File: config.mk
export PLATFORM = sky130hd
export DESIGN_NAME = maxpool_issuer_flat
export DESIGN_NICKNAME = d
export VERILOG_FILES = /design/src/rtl/maxpool_issuer_pkg.sv /design/src/rtl/maxpool_issuer_if.sv /design/src/rtl/maxpool_issuer_pool_window_ctr.sv /design/src/rtl/maxpool_issuer.sv /design/src/flat_wrapper.sv
export SDC_FILE = /design/constraint.sdc
export NUM_CORES = 1
export LEC_CHECK = 0
export ABC_AREA = 1
export CAP_MARGIN = 30
export CORE_ASPECT_RATIO = 1.2
export CORE_UTILIZATION = 40
export CTS_BUF_LIST = sky130_fd_sc_hd__clkbuf_4 sky130_fd_sc_hd__clkbuf_8 sky130_fd_sc_hd__clkbuf_16
export DETAILED_ROUTE_END_ITERATION = 8
export PLACE_DENSITY = 0.66
export SETUP_SLACK_MARGIN = 0.4
export SYNTH_ARGS = -nofsm -noshare
export SYNTH_HDL_FRONTEND = slang
export SYNTH_SLANG_ARGS = --single-unit
File: constraint.sdc
create_clock -name clk -period 2.7 [get_ports clk]
set_clock_uncertainty 0.15 [all_clocks]
set_input_delay 0.54 -clock clk [delete_from_list [all_inputs] [get_ports clk]]
set_output_delay 0.54 -clock clk [all_outputs]
set_load 0.005 [all_outputs]
File: src/rtl/maxpool_issuer_pkg.sv
// rtl/maxpool_issuer_pkg.sv - shared FSM encoding and FP16 constants for the max-pool issuer
package maxpool_issuer_pkg;

  localparam int FP16_W = 16;
  localparam logic [FP16_W-1:0] FP16_ZERO    = 16'h0000;
  localparam logic [FP16_W-1:0] FP16_NEG_INF = 16'hFC00;

  typedef enum logic [2:0] {
    ST_IDLE,
    ST_FIRST,
    ST_FETCH,
    ST_ISSUE,
    ST_WAIT,
    ST_EMIT,
    ST_FIN
  } state_e;

endpackage

File: src/rtl/maxpool_issuer_if.sv
// rtl/maxpool_issuer_if.sv - element stream, compare responder and pooled output bundle
interface maxpool_issuer_if #(
  parameter int DW = 16
);
  logic [DW-1:0] s_data;
  logic          s_valid;
  logic          s_ready;

  logic [DW-1:0] cmp_new_data;
  logic [DW-1:0] cmp_ori_data;
  logic          cmp_data_ready;
  logic          cmp_data_valid;
  logic          cmp_pool_ready;
  logic          cmp_result;

  logic [DW-1:0] out_data;
  logic          out_valid;

  modport master (
    input  s_data, s_valid, cmp_data_valid, cmp_pool_ready, cmp_result,
    output s_ready, cmp_new_data, cmp_ori_data, cmp_data_ready, out_data, out_valid
  );

  modport slave (
    output s_data, s_valid, cmp_data_valid, cmp_pool_ready, cmp_result,
    input  s_ready, cmp_new_data, cmp_ori_data, cmp_data_ready, out_data, out_valid
  );
endinterface

File: src/rtl/maxpool_issuer_pool_window_ctr.sv
// rtl/maxpool_issuer_pool_window_ctr.sv - element and window counters with terminal-count flags
module pool_window_ctr #(
  parameter int KERNEL_ELEMS = 9,
  parameter int CNT_W        = 16
) (
  input  logic             clk,
  input  logic             rst,
  input  logic             win_clr,
  input  logic             win_inc,
  input  logic             elem_first,
  input  logic             elem_inc,
  input  logic [CNT_W-1:0] num_windows,
  output logic [CNT_W-1:0] win_idx,
  output logic             elem_last,
  output logic             win_last
);
  localparam logic [7:0] KERNEL_N = 8'(KERNEL_ELEMS);

  logic [7:0]       elem_cnt_q, elem_cnt_d;
  logic [CNT_W-1:0] win_idx_q, win_idx_d;

  always_comb begin
    elem_cnt_d = elem_cnt_q;
    if (elem_first) begin
      elem_cnt_d = 8'd1;
    end else if (elem_inc) begin
      elem_cnt_d = elem_cnt_q + 8'd1;
    end
    win_idx_d = win_idx_q;
    if (win_clr) begin
      win_idx_d = '0;
    end else if (win_inc) begin
      win_idx_d = win_idx_q + CNT_W'(1);
    end
  end

  always_ff @(posedge clk) begin
    if (rst) begin
      elem_cnt_q <= 8'd0;
      win_idx_q  <= '0;
    end else begin
      elem_cnt_q <= elem_cnt_d;
      win_idx_q  <= win_idx_d;
    end
  end

  // Flags look one step ahead: the pending verdict / window completes the count.
  assign elem_last = (elem_cnt_q + 8'd1) == KERNEL_N;
  assign win_last  = (win_idx_q + CNT_W'(1)) == num_windows;
  assign win_idx   = win_idx_q;
endmodule

File: src/rtl/maxpool_issuer.sv
// rtl/maxpool_issuer.sv - sequences pooling windows through the FP16 compare responder
module maxpool_issuer
  import maxpool_issuer_pkg::*;
#(
  parameter int KERNEL_ELEMS = 9,
  parameter int DW           = FP16_W,
  parameter int CNT_W        = 16
) (
  input  logic             clk,
  input  logic             rst,
  input  logic             start,
  input  logic [CNT_W-1:0] num_windows,
  output logic             busy,
  output logic             done,
  output logic [CNT_W-1:0] win_idx,
  maxpool_issuer_if.master bus
);
  state_e           state_q, state_d;
  logic             busy_q, busy_d;
  logic             done_q, done_d;
  logic             s_ready_q, s_ready_d;
  logic             cmp_data_ready_q, cmp_data_ready_d;
  logic             out_valid_q, out_valid_d;
  logic [DW-1:0]    cmp_new_q, cmp_new_d;
  logic [DW-1:0]    cmp_ori_q, cmp_ori_d;
  logic [DW-1:0]    out_data_q, out_data_d;
  logic [DW-1:0]    max_q, max_d;
  logic [CNT_W-1:0] num_win_q, num_win_d;

  logic win_clr, elem_first, elem_inc, elem_last, win_last, s_hs;

  // The window index advances while the pooled value is presented, so out_data and win_idx agree.
  pool_window_ctr #(.KERNEL_ELEMS(KERNEL_ELEMS), .CNT_W(CNT_W)) u_ctr (
    .clk        (clk),
    .rst        (rst),
    .win_clr    (win_clr),
    .win_inc    (out_valid_q),
    .elem_first (elem_first),
    .elem_inc   (elem_inc),
    .num_windows(num_win_q),
    .win_idx    (win_idx),
    .elem_last  (elem_last),
    .win_last   (win_last)
  );

  assign s_hs = s_ready_q & bus.s_valid;

  always_comb begin
    state_d          = state_q;
    busy_d           = busy_q;
    done_d           = 1'b0;
    cmp_data_ready_d = 1'b0;
    out_valid_d      = 1'b0;
    cmp_new_d        = cmp_new_q;
    cmp_ori_d        = cmp_ori_q;
    out_data_d       = out_data_q;
    max_d            = max_q;
    num_win_d        = num_win_q;
    win_clr          = 1'b0;
    elem_first       = 1'b0;
    elem_inc         = 1'b0;
    case (state_q)
      ST_IDLE: if (start) begin
        num_win_d = num_windows;
        busy_d    = 1'b1;
        win_clr   = 1'b1;
        state_d   = (num_windows == '0) ? ST_FIN : ST_FIRST;
      end
      ST_FIRST: if (s_hs) begin
        max_d      = bus.s_data;
        elem_first = 1'b1;
        state_d    = (KERNEL_ELEMS == 1) ? ST_EMIT : ST_FETCH;
      end
      ST_FETCH: if (s_hs) begin
        cmp_new_d = bus.s_data;
        cmp_ori_d = max_q;
        state_d   = ST_ISSUE;
      end
      ST_ISSUE: if (bus.cmp_data_valid) begin
        cmp_data_ready_d = 1'b1;
        state_d          = ST_WAIT;
      end
      ST_WAIT: if (bus.cmp_pool_ready) begin
        // Ties and NaN come back as 0, so the incumbent maximum wins.
        if (bus.cmp_result) max_d = cmp_new_q;
        elem_inc = 1'b1;
        state_d  = elem_last ? ST_EMIT : ST_FETCH;
      end
      ST_EMIT: begin
        out_data_d  = max_q;
        out_valid_d = 1'b1;
        state_d     = win_last ? ST_FIN : ST_FIRST;
      end
      ST_FIN: begin
        done_d  = 1'b1;
        busy_d  = 1'b0;
        state_d = ST_IDLE;
      end
      default: state_d = ST_IDLE;
    endcase
  end

  assign s_ready_d = (state_d == ST_FIRST) || (state_d == ST_FETCH);

  always_ff @(posedge clk) begin
    if (rst) begin
      state_q          <= ST_IDLE;
      busy_q           <= 1'b0;
      done_q           <= 1'b0;
      s_ready_q        <= 1'b0;
      cmp_data_ready_q <= 1'b0;
      out_valid_q      <= 1'b0;
      cmp_new_q        <= FP16_ZERO;
      cmp_ori_q        <= FP16_ZERO;
      out_data_q       <= FP16_ZERO;
      max_q            <= FP16_ZERO;
      num_win_q        <= '0;
    end else begin
      state_q          <= state_d;
      busy_q           <= busy_d;
      done_q           <= done_d;
      s_ready_q        <= s_ready_d;
      cmp_data_ready_q <= cmp_data_ready_d;
      out_valid_q      <= out_valid_d;
      cmp_new_q        <= cmp_new_d;
      cmp_ori_q        <= cmp_ori_d;
      out_data_q       <= out_data_d;
      max_q            <= max_d;
      num_win_q        <= num_win_d;
    end
  end

  assign busy               = busy_q;
  assign done               = done_q;
  assign bus.s_ready        = s_ready_q;
  assign bus.cmp_data_ready = cmp_data_ready_q;
  assign bus.cmp_new_data   = cmp_new_q;
  assign bus.cmp_ori_data   = cmp_ori_q;
  assign bus.out_data       = out_data_q;
  assign bus.out_valid      = out_valid_q;
endmodule

File: src/flat_wrapper.sv
// flat-port wrapper written by rule: the top's interface ports become plain ports
module maxpool_issuer_flat import maxpool_issuer_pkg::*;
#(
  parameter int KERNEL_ELEMS = 9,
  parameter int DW           = FP16_W,
  parameter int CNT_W        = 16
)
  (clk, rst, start, num_windows, busy, done, win_idx, bus_s_data, bus_s_valid, bus_cmp_data_valid, bus_cmp_pool_ready, bus_cmp_result, bus_s_ready, bus_cmp_new_data, bus_cmp_ori_data, bus_cmp_data_ready, bus_out_data, bus_out_valid);
  maxpool_issuer_if #(.DW(DW)) bus_i ();
  input  logic clk;
  input  logic rst;
  input  logic start;
  input  logic [CNT_W-1:0] num_windows;
  output logic busy;
  output logic done;
  output logic [CNT_W-1:0] win_idx;
  input wire logic [$bits(bus_i.s_data)-1:0] bus_s_data;
  input wire logic [$bits(bus_i.s_valid)-1:0] bus_s_valid;
  input wire logic [$bits(bus_i.cmp_data_valid)-1:0] bus_cmp_data_valid;
  input wire logic [$bits(bus_i.cmp_pool_ready)-1:0] bus_cmp_pool_ready;
  input wire logic [$bits(bus_i.cmp_result)-1:0] bus_cmp_result;
  output wire logic [$bits(bus_i.s_ready)-1:0] bus_s_ready;
  output wire logic [$bits(bus_i.cmp_new_data)-1:0] bus_cmp_new_data;
  output wire logic [$bits(bus_i.cmp_ori_data)-1:0] bus_cmp_ori_data;
  output wire logic [$bits(bus_i.cmp_data_ready)-1:0] bus_cmp_data_ready;
  output wire logic [$bits(bus_i.out_data)-1:0] bus_out_data;
  output wire logic [$bits(bus_i.out_valid)-1:0] bus_out_valid;
  assign bus_i.s_data = bus_s_data;
  assign bus_i.s_valid = bus_s_valid;
  assign bus_i.cmp_data_valid = bus_cmp_data_valid;
  assign bus_i.cmp_pool_ready = bus_cmp_pool_ready;
  assign bus_i.cmp_result = bus_cmp_result;
  assign bus_s_ready = bus_i.s_ready;
  assign bus_cmp_new_data = bus_i.cmp_new_data;
  assign bus_cmp_ori_data = bus_i.cmp_ori_data;
  assign bus_cmp_data_ready = bus_i.cmp_data_ready;
  assign bus_out_data = bus_i.out_data;
  assign bus_out_valid = bus_i.out_valid;
  maxpool_issuer #(.KERNEL_ELEMS(KERNEL_ELEMS), .DW(DW), .CNT_W(CNT_W)) u_core (.clk(clk), .rst(rst), .start(start), .num_windows(num_windows), .busy(busy), .done(done), .win_idx(win_idx), .bus(bus_i));
endmodule
## Word-level counts from Yosys, hierarchy flattened

Index checks and enable logic that the tools add are counted.

- Bits in registers: 112
- Bits in latches: 0
- Bits in writable memories: 0
- ROM bits: 0
- Bits of input ports: 39
- Output and inout bits: 69
- Logic and storage cells: 71
- Memories kept: 0

- Add/subtract/negate cells: 2
- $mul: 0
- Div/mod/pow operators: 0
- $lt $le $gt $ge: 0
- Eq/ne operators: 14
- Shift-type cells: 0
- Muxes and demuxes: 26
- Bitwise logic cells: 2
- Reductions and logical operators: 13

Operators by type and width:

| cell | number |
|---|---|
| $mux W16 | 3 |
| $pmux W16 S2 | 1 |
| $mux W3 | 8 |
| $pmux W3 S6 | 1 |
| $add A16 B1 Y16 const B | 1 |
| $eq A16 B16 Y1 | 1 |
| $logic_not A16 Y1 | 1 |
| $mux W1 | 12 |
| $eq A3 B2 Y1 const B | 3 |
| $eq A3 B3 Y1 const B | 3 |
| $add A8 B1 Y8 const B | 1 |
| $eq A8 B4 Y1 const B | 1 |
| $eq A3 B1 Y1 const B | 2 |
| $ne A2 B2 Y1 const B | 3 |
| $reduce_and A2 Y1 | 3 |
| $reduce_bool A2 Y1 | 3 |
| $reduce_or A2 Y1 | 3 |
| $reduce_and A4 Y1 | 1 |
| $logic_not A3 Y1 | 1 |
| $ne A2 B1 Y1 const B | 1 |
| $pmux W1 S2 | 1 |
| $and A1 B1 Y1 | 1 |
| $logic_or A1 B1 Y1 | 1 |
| $not A1 Y1 | 1 |

## Longest topological paths before layout

- Word-level depth: 7
- Depth in mapped cells: 16
- Mapped depth without buffers: 16

## Cells and area by module

From an unflattened synthesis, not the netlist that was laid out.

- Cells, all modules: 775
- Area total of the unflattened synthesis: 5261.3 sq um

By module, submodules not included:

| module | instances | cells an instance | area each (sq um) | sequential area each (sq um) |
|---|---|---|---|---|
| maxpool_issuer | 1 | 481 | 3495.9 | 1761.7 |
| pool_window_ctr | 1 | 294 | 1765.4 | 480.5 |

## Least setup slack after synthesis

OpenSTA, ideal clock, no wires.

- Path kind: register to register
- Start point: register u_core.u_ctr.win_idx_q[0], in the netlist u_core.u_ctr.win_idx[0]
- End point: register u_core.s_ready_q, in the netlist u_core.bus.s_ready
- Setup time: 0.114 ns
- Data arrival time: 1.778 ns
- Required time: 2.436 ns
- Slack: 0.659 ns
- Cell stages (with the launch flop): 16
- Buffers on the path: 1
- Clock period less this slack: 2.041 ns
- Cell sequence: dfxtp_1 ha_1 nand2_2 nor2_2 buf_4 nand3_1 nand2_1 nand3b_1 nand2_1 nand2_1 nor2_2 nand4_1 nand2_1 inv_1 nand2_1 a21oi_2

- Word-level cells in the longest chain between the ends: 6
- Elaborated cells between the ends (all ways): 7
- Those cells by class: add/sub: 1; eq/ne: 3; mux: 2; reduce/logical: 1

Ends and longest elaborated chain:

| item | line | RTL |
|---|---|---|
| start, declared | maxpool_issuer_pool_window_ctr.sv:20 | `logic [CNT_W-1:0] win_idx_q, win_idx_d;` |
| start signal, assigned | maxpool_issuer_pool_window_ctr.sv:43 | `win_idx_q <= win_idx_d;` |
| $add A16 B1 Y16 (*) | maxpool_issuer_pool_window_ctr.sv:49 | `assign win_last = (win_idx_q + CNT_W'(1)) == num_windows;` |
| $eq A16 B16 Y1 (*) | maxpool_issuer_pool_window_ctr.sv:49 |  |
| $mux W3 (*) | maxpool_issuer.sv:92 | `state_d = win_last ? ST_FIN : ST_FIRST;` |
| $pmux W3 S6 (*) | maxpool_issuer.sv:62 | `case (state_q)` |
| $eq A3 B1 Y1 / $eq A3 B2 Y1 (equally long branches) | maxpool_issuer.sv:103 | `assign s_ready_d = (state_d == ST_FIRST) \|\| (state_d == ST_FETCH);` |
| $logic_or A1 B1 Y1 (*) | maxpool_issuer.sv:103 |  |
| end signal, assigned | maxpool_issuer.sv:122 | `s_ready_q <= s_ready_d;` |
| end, declared | maxpool_issuer.sv:21 | `logic s_ready_q, s_ready_d;` |

Every way passes the cells marked *; elsewhere a longest branch is shown, timed or not.
A chain may end at the register's enable or synchronous reset.

## Worst setup path after layout

- Start point: register u_core.u_ctr.win_idx_q[1], in the netlist u_core.u_ctr.win_idx[1]
- End point: register u_core.s_ready_q, in the netlist u_core.bus.s_ready

Same word-level chain as after synthesis.

==> impl_metrics.toml <==
[status]
outcome = "finished, final reports clean"

[timing]
setup_viol = 0
finalHoldViolations = 0
max_freq_mhz = 466
hold_slack_ns = 0.319
tns_ns = 0
final.setup.worst_slack_ns = 0.556
period_needed_ns = 2.14
worst_pin_slew_ns = 0.525
max-slew-margin-rel = 0.648
grt_setup_unrepaired = "false"
finalMaxSlewViolations = 0
min_period_over_period = 0.794

[grt]
grt_pass1_wl_um = 23300
grt_use_met2 = 0.400
gr-usage-met3 = 0.0474
grt-busiest-layer = "met2"
met1_usage = 0.255
grt_max_degree = 71
grt_antenna_before_repair = 0
grt_pass1_vias = 4904
grt.total_usage = 0.221
overflow = 0

[critical_path]
crit_top_cell = "nand2_1"
critical-path-top-delay-family = "simple AND/OR/NAND/NOR gates"
setup.worst_path.start_class = "flip-flop"
crit_buf_inv = 1
r2r_setup_slack_ns = 0.56
slowest_delay_ns = 0.40
crit_path_max_fanout = 6
cp_cell_sequence = "ha_4, nand2_2, nor2_4, nand3_1, nand2_1, nand3b_1, nand2_1, nand2_1, nor2_2, nand4_1, nand2_1, inv_1, nand2_1, a21oi_2"
rr_worst_depth = 14
timing.rr.start = "u_core.u_ctr.win_idx[1]"
cp.required_ns = 2.81
regToRegEndpoint = "u_core.bus.s_ready"
cp-end-kind = "flip-flop"
crit_type = "reg -> reg"
arrival_ns = 2.25
critPathSlowestCell = "dfxtp_2"

[synthesis]
yosys.area.top_type = "dfxtp_1"
syn_area_um2 = 5080
syn_avg_cell_area_um2 = 6.96
synthCells = 730
synth_area_leaders = "dfxtp_1 44%, nor2_1 11%, nand2_1 10%"
synth_seq_area_share = 0.441
yosysWarnings = 0
synth_seq_cells = 112
syn-num-nets = 772
ys_async_sr_fraction = 0
synth_top_area_frac = 0.441
ys_types = 30
synth_edf_count = 0
synthFlopType = "dfxtp_1"

[cells_and_area]
seq_area_um2 = 2250
fillers = 1195
final_cells = 1000
nets = 876
antenna_cells = 0
drive_above_1_share = 0.0751
synthToLayoutAreaGrowth_pct = 32.0
final_util = 0.549
multi_input_area_um2 = 2500

[place]
io_buffers = 107
dp_cells = 981
pre_cts_slack_ns = 0.250
gp_congestion = 0.851
hpwlAfterDp_um = 10100

[cts]
numCtsBuffers = 9
ctsHoldBuffers = 0
path_clk_slew_ns = 0.08
insertion_delay_ns = 0.35
root_buffer = "clkbuf_16"
clock_sinks = 112
h-tree-depth = 3
cts_tree = "yes"
cts_buffer_depth = 2

[power]
irDropWorstVdd_uv = 257
p_leak_uw = 0.00274
powerDensity_nw_per_um2 = 509

[floorplanning]
die_area_um2 = 13200
ioPinCount = 108
die_h_um = 125
core_um2 = 12200
initial_core_util = 0.416
row_count = 44
die_x_um = 105

[hold_path]
hold_start = "u_core.num_win_q[10]"
hp-class = "reg -> reg"
hold_path_depth = 2
hold_path_end = "u_core.num_win_q[10]"

[detailed_routing]
totalWireLength_um = 14400
drt_iter0_drc = 268
wire_per_inst_um = 14.4
viasPerCell = 5.13
dr.pass1.iters = 5
ant_nets = 0
via_count = 5126
drc = 0

[flow_run]
max_cap_viol_count = 0
-- cell usage after synthesis (4+ instances only) --
library cell / count
nor2_1: 147
nand2_1: 140
dfxtp_1: 112
o21ai_0: 91
inv_1: 62
nand3_1: 37
a21oi_1: 25
clkbuf_1: 25
a31oi_1: 18
nand4_1: 8
o211ai_1: 7
nand2_2: 6
nor2_2: 6
nand3b_1: 5
nor2_4: 5
nor3_1: 5
clkinv_1: 4
xnor2_1: 4
xor2_1: 4
-- state kept, by name, summed over array words and instances, names as in the netlist --
register	cells
u_core.bus.cmp_new_data	16
u_core.bus.cmp_ori_data	16
u_core.bus.out_data	16
u_core.max_q	16
u_core.num_win_q	16
u_core.u_ctr.win_idx	16
u_core.u_ctr.elem_cnt_q	8
u_core.state_q	3
u_core.bus.cmp_data_ready	1
u_core.bus.out_valid	1
u_core.bus.s_ready	1
u_core.busy	1
u_core.done	1
-- layout by cell type (no fill, tap or decap), types with 2 or more instances in the layout --
cell             instances
inv_6                    3
a21oi_1                 25
nand4_1                  8
nor2_1                 146
inv_1                   61
clkbuf_16                9
buf_4                   14
nor2_4                   7
a21oi_2                  2
dfxtp_2                  5
xnor2_1                  4
nor3_1                   4
clkdlybuf4s50_1        107
clkinv_1                 5
nand2_1                140
o21ai_0                 91
xor2_1                   4
dfxtp_1                106
nand3_1                 37
o211ai_1                 7
nor2_2                   6
nand2_2                  6
nand3b_1                 5
nand3_2                  2
a211oi_1                 3
a31oi_1                 18
ha_1                     2
-- how the worst max path moves through the flow --
stage / from / to / slack (ns) / depth (start not counted)
after floorplan: u_core.u_ctr.win_idx[0] / u_core.bus.s_ready / 0.66 / 15
after global placement: num_windows[7] / u_core.bus.s_ready / 0.30 / 9
after detailed placement: num_windows[7] / u_core.bus.s_ready / 0.25 / 9
after CTS: u_core.u_ctr.win_idx[1] / u_core.bus.s_ready / 0.44 / 16
after global routing: u_core.u_ctr.win_idx[1] / u_core.bus.s_ready / 0.39 / 14
final: u_core.u_ctr.win_idx[1] / u_core.bus.s_ready / 0.56 / 14
-- per-layer routing --
metal	up-vias	wire length, um
met5	-	0
met4	0	307
met3	24	848
met2	148	7250
met1	2378	5950
li1	2576	-
-- cell families (layout without fill, tap and decap cells) --
family                   count (synthesis)  count (layout)  share of synthesized area
AO/OA/AOI/OAI                          148             148                      0.158
XOR/XNOR                                 9               9                     0.0185
adder cells (fa/ha/maj)                  3               3                    0.00739
buffers and inverters                   96             204                     0.0729
flip-flops                             112             112                      0.441
AND/OR/NAND/NOR                        362             363                      0.302
-- worst register-to-register path, delay by kind of cell, from the launching register on --
family                   cells  cell delay, ns
AO/OA/AOI/OAI                1            0.05
adder cells (fa/ha/maj)      1            0.17
buffers and inverters        1            0.05
flip-flops                   1            0.40
AND/OR/NAND/NOR             11            1.24
-- per-stage QoR --
stage	area (um2)	total power, uW
final	6700	3410
after global routing	6700	3540
after global placement	6340	2070
after detailed placement	6340	2070
after CTS	6650	3440
after floorplan	5080	1930
-- layout make-up --
class	count	area share
clock buffer	9	0.0336
clock inverter	7	0.0116
inverter	66	0.0370
multi-input combinational	523	0.373
sequential	112	0.336
tap	161	0.0300
timing repair buffer	122	0.178
-- report_power, final --
| part | internal, uW | switching [uW] |
|---|---|---|
| Sequential | 1690 | 32.8 |
| Combinational | 142 | 165 |
| Clock | 731 | 649 |
| Total | 2570 | 847 |
-- what timing repair did --
item,in CTS,in global routing
pin swaps,0,1
cloned,0,1
endpoints found under the setup margin,4,4
resized for setup,2,10
setup buffers,0,2
(Power assumes the default switching activity.)
